`src/rtl/mcu_pkg.sv`:
```
// Shared MCU definitions: stage codes seen by the control unit, default bus widths.
package mcu_pkg;

  localparam int MCU_ADDR_W  = 8;
  localparam int MCU_INSTR_W = 12;

  typedef enum logic [1:0] {
    STG_LOAD    = 2'b00,
    STG_FETCH   = 2'b01,
    STG_DECODE  = 2'b10,
    STG_EXECUTE = 2'b11
  } stage_e;

endpackage

```
`src/rtl/stage_sequencer.sv`:
```
// Stage sequencer: program load over valid/ready, then FETCH/DECODE/EXECUTE with run/pause/step.
// Outputs registered, one load word per cycle; load_ready is high only in LOAD (no stall within LOAD).
module stage_sequencer
  import mcu_pkg::*;
#(
  parameter int ADDR_W  = MCU_ADDR_W,
  parameter int INSTR_W = MCU_INSTR_W,
  parameter int CNT_W   = 16
) (
  input  logic               clk,
  input  logic               rst,
  input  logic               load_valid,
  input  logic [INSTR_W-1:0] load_data,
  input  logic               load_last,
  output logic               load_ready,
  input  logic               reload,
  input  logic               run_en,
  input  logic               step_req,
  output logic [1:0]         stage,
  output logic [ADDR_W-1:0]  load_addr,
  output logic [INSTR_W-1:0] load_instr,
  output logic               pc_clr,
  output logic               running,
  output logic [CNT_W-1:0]   instr_count
);

  typedef enum logic [2:0] {
    S_LOAD,
    S_FETCH,
    S_DECODE,
    S_EXEC,
    S_PAUSE
  } state_e;

  state_e              state_q, state_d;
  logic                step_q, step_d;
  logic [ADDR_W-1:0]   idx_q;
  logic                accept;
  logic                last_word;
  stage_e              stage_d;

  assign accept    = (state_q == S_LOAD) && load_valid;
  assign last_word = load_last || (idx_q == {ADDR_W{1'b1}});

  always_comb begin
    state_d = state_q;
    step_d  = step_q;
    unique case (state_q)
      S_LOAD: begin
        if (accept && last_word)
          state_d = run_en ? S_FETCH : S_PAUSE;
      end
      S_FETCH:  state_d = S_DECODE;
      S_DECODE: state_d = S_EXEC;
      S_EXEC: begin
        // a stepped instruction always returns to pause, whatever run_en says
        state_d = (step_q || !run_en) ? S_PAUSE : S_FETCH;
        step_d  = 1'b0;
      end
      S_PAUSE: begin
        if (reload) begin
          state_d = S_LOAD;
        end else if (step_req) begin
          state_d = S_DECODE;
          step_d  = 1'b1;
        end else if (run_en) begin
          state_d = S_DECODE;
        end
      end
      default: state_d = S_LOAD;
    endcase
  end

  always_comb begin
    stage_d = STG_FETCH;
    unique case (state_d)
      S_LOAD:   stage_d = STG_LOAD;
      S_DECODE: stage_d = STG_DECODE;
      S_EXEC:   stage_d = STG_EXECUTE;
      default:  stage_d = STG_FETCH;
    endcase
  end

  always_ff @(posedge clk) begin
    if (rst) begin
      state_q     <= S_LOAD;
      step_q      <= 1'b0;
      idx_q       <= '0;
      load_addr   <= '0;
      load_instr  <= '0;
      pc_clr      <= 1'b0;
      running     <= 1'b0;
      stage       <= STG_LOAD;
      load_ready  <= 1'b1;
      instr_count <= '0;
    end else begin
      state_q    <= state_d;
      step_q     <= step_d;
      stage      <= stage_d;
      load_ready <= (state_d == S_LOAD);
      running    <= (state_d == S_FETCH) || (state_d == S_DECODE) || (state_d == S_EXEC);
      pc_clr     <= accept && last_word;
      if (accept) begin
        load_addr  <= idx_q;
        load_instr <= load_data;
        idx_q      <= last_word ? '0 : idx_q + ADDR_W'(1);
      end
      if (state_q == S_EXEC)
        instr_count <= instr_count + CNT_W'(1);
    end
  end

endmodule

```
`config.mk`:
```
export PLATFORM = sky130hd
export DESIGN_NAME = stage_sequencer
export DESIGN_NICKNAME = d
export VERILOG_FILES = /design/src/rtl/mcu_pkg.sv /design/src/rtl/stage_sequencer.sv
export SDC_FILE = /design/constraint.sdc
export NUM_CORES = 1
export LEC_CHECK = 0
export BUFFER_PORTS_ARGS = -buffer_cell sky130_fd_sc_hd__buf_2
export CAP_MARGIN = 20
export CORE_ASPECT_RATIO = 1.4
export CORE_MARGIN = 2
export CORE_UTILIZATION = 35
export CTS_CLUSTER_DIAMETER = 100
export CTS_CLUSTER_SIZE = 25
export DETAILED_ROUTE_END_ITERATION = 8
export SYNTH_ARGS = -nofsm -noshare
export SYNTH_HDL_FRONTEND = slang
export SYNTH_SLANG_ARGS = --single-unit
```
`constraint.sdc`:
```
create_clock -name clk -period 5.3 [get_ports clk]
set_input_delay 0.265 -clock clk [delete_from_list [all_inputs] [get_ports clk]]
set_output_delay 0.265 -clock clk [all_outputs]
set_load 0.01 [all_outputs]
```
==> flow_summary_export.csv <==
group,metric,value,unit
run_status,status,"finished clean",
floorplanning,die_y,98.2,µm
setup_path,required,5480,ps
floorplanning,ios,60,
logic_synthesis,postSynthNetCount,279,
clock_network,cts.sinks,53,
place,dpl_worst_slack,3290,ps
clock_network,ctsHoldBuffers,0,
detailed_routing,drtIter0Drc,110,
detailed_routing,route.detailed.drc,0,
timing,tightest_slew,902,ps
floorplanning,core.rowCount,34,
clock_network,cts_resized,0,
global_route,grt.overflow.total,0,
timing,worst_clock_skew,5.54,ps
global_route,grt_pass1_wl,8030,µm
clock_network,root_buffer,"clkbuf_8",
logic_synthesis,synth_area_leaders,"dfxtp_1 (48%), nand2_1 (9.3%), a21oi_1 (7.7%), xnor2_1 (3.2%), nor2_1 (3.0%)",
timing,relSlewSlack,0.399,
logic_synthesis,post-synth-top-area-cell,"dfxtp_1",
global_route,grt_use_total,0.140,
clock_network,clk_latency,300,ps
setup_path,cp-end-kind,"register",
power,p_per_area,290,nW/µm²
detailed_routing,wl,4710,µm
global_route,grt_antenna_before_repair,0,
flow_run,cap_violations,0,
detailed_routing,vias,1934,
min_path,holdCritPathClass,"input pin to register",
floorplanning,core_area,6170,µm²
logic_synthesis,netlist-cell-type-count,42,
global_route,grt_pass1_vias,1778,
timing,finalCritPeriodShare,0.381,
timing,period_needed,2020,ps
place,post-dp-hpwl,3260,µm
floorplanning,start_util,0.359,
setup_path,path_cells,"or4b_4 -> or4_4 -> nor4b_1",
timing,layout_setup_ws,3280,ps
timing,rsz0062_at_grt,"false",
detailed_routing,routed_via_density,5.02,
clock_network,clk_path_buf_depth,2,
timing,clock.fmax,495,MHz
floorplanning,dieWidth,71.3,µm
timing,finalSetupTns,0,ps
cells_and_area,fin_util,0.430,
setup_path,cp_top_family,"simple AND/OR/NAND/NOR gates",
global_route,met2_usage,0.242,
logic_synthesis,syn_inst,258,
cells_and_area,fillCellCount,651,
logic_synthesis,avgSynthCellArea,8.59,µm²
logic_synthesis,yosysWarnings,0,
global_route,grt_max_degree,51,
detailed_routing,dr.pass1.iters,4,
power,irDropWorstVdd,0.125,mV
logic_synthesis,synth_flop_cell,"dfxtp_1",
place,post_dp_cell_area,2540,µm²
global_route,met3_usage,0.0320,
logic_synthesis,synth.most_common_cell,"nand2_1",
cells_and_area,area_growth,19.8,%
logic_synthesis,synth_top_cells_by_count,"nand2_1 (55), dfxtp_1 (53), a21oi_1 (34)",
clock_network,clk_pin_slew_worst_paths,90,ps
setup_path,start_kind,"register",
detailed_routing,detail_route.wl_per_cell,12.2,µm
logic_synthesis,synth_area,2220,µm²
cells_and_area,fin_nets,333,
timing,final-hold-violation-count,0,
global_route,gr-usage-met1,0.168,
floorplanning,die-area,7000,µm²
setup_path,crit_path_max_fanout,28,
clock_network,h-tree-depth,2,
global_route,gr-max-usage-layer,"met2",
setup_path,slowest_delay,760,ps
detailed_routing,ant_nets,0,
place,gp_congestion,0.763,
timing,setup_viol,0,
setup_path,arrival,2200,ps
cells_and_area,diodes,0,
setup_path,crit_type,"register to register",
clock_network,post_cts_buffers,0,
logic_synthesis,synth_enable_flop_cells,0,
setup_path,critPathSlowestCell,"or4b_4",
clock_network,cts_tree,"built",
setup_path,cp_num_buf_inv,0,
setup_path,ff2ff_setup_slack,3280,ps
logic_synthesis,ys_seq_area_frac,0.479,
cells_and_area,post-route-cell-area,2660,µm²
power,leakage,1.11,nW
logic_synthesis,synth_top_cell_area_share,0.479,
clock_network,cts_buffers,5,
logic_synthesis,ys_seq_elements,53,
logic_synthesis,ys_async_sr_fraction,0,
timing,slew_viol_final,0,
cells_and_area,drive_above_1_share,0.230,
place,port-buffer-count,59,
==> state kept, by name (all words and copies together) (netlist names) <==
register and flops:
load_addr 8, running 1, idx_q 8, step_q 1, pc_clr 1, load_instr 12, instr_count 16, load_ready 1
stage 2, state_q 3
==> cells in the final DEF, fill, tap and decap left out, types with 2 or more instances in the layout <==
master,instances
a21o_1,3
a21oi_1,34
and3_1,3
buf_2,59
clkbuf_8,5
dfxtp_1,53
ha_1,2
inv_1,3
nand2_1,55
nand2b_1,5
nand3_1,4
nand3b_1,2
nand4_1,7
nor2_1,18
nor2b_1,2
nor3_1,5
nor4_1,5
nor4b_1,2
o21ai_0,3
o31ai_1,2
or3_1,4
or4_1,3
xnor2_1,8
xor2_1,6
==> per-layer routing <==
metal,vias up,wire (µm),part of all wire
met1,891,2090,0.44
met3,6,211,0.045
li1,997,-,-
met2,40,2330,0.49
met5,-,0,0
met4,0,80,0.017
==> per-stage QoR <==
step | power, mW | hold slack (ps) | std cells
3_3_place_gp | 0.508 | 441 | 377
5_1_grt | 0.807 | 185 | 385
3_5_place_dp | 0.508 | 447 | 377
2_1_floorplan | 0.481 | 343 | 258
4_1_cts | 0.782 | 177 | 385
6_report | 0.769 | 190 | 385
==> final timing paths <==
| path | cells after the start | to | start |
|---|---|---|---|
| worst max register to register | 3 | load_ready | state_q[0] |
| worst min-delay path | 3 | load_instr[10] | load_data[10] |
| worst min register to register | 2 | load_instr[0] | load_instr[0] |
| worst max-delay path | 3 | load_ready | state_q[0] |
==> cells by family after synthesis <==
| family | synth area share |
|---|---|
| AND/OR/NAND/NOR | 0.289 |
| flip-flops | 0.479 |
| AO/OA/AOI/OAI | 0.126 |
| buffers and inverters | 0.0350 |
| XOR/XNOR | 0.0553 |
| adder cells (fa/ha/maj) | 0.0113 |
| multiplexers | 0.00508 |
==> worst register-to-register path, stage by stage (launching register included) <==
cell and delay, ps:
dfxtp_1 440, or4b_4 760, or4_4 540, nor4b_1 160
==> area by class of cell <==
class | instances | area (µm²) | area share
flip-flops and latches | 53 | 1060 | 0.400
repair buffers | 60 | 303 | 0.114
clock buffers | 6 | 72.6 | 0.0273
well taps | 72 | 90.1 | 0.0339
multi-input cells | 189 | 1080 | 0.406
inverters | 3 | 11.3 | 0.00424
clock inverters | 2 | 38.8 | 0.0146
==> where the power goes <==
| part | internal (mW) | total, mW | switching, mW |
|---|---|---|---|
| logic | 0.0301 | 0.0756 | 0.0455 |
| registers | 0.412 | 0.422 | 0.00974 |
| clock network | 0.142 | 0.272 | 0.130 |
Note: power is estimated with default switching activity, not from simulation.
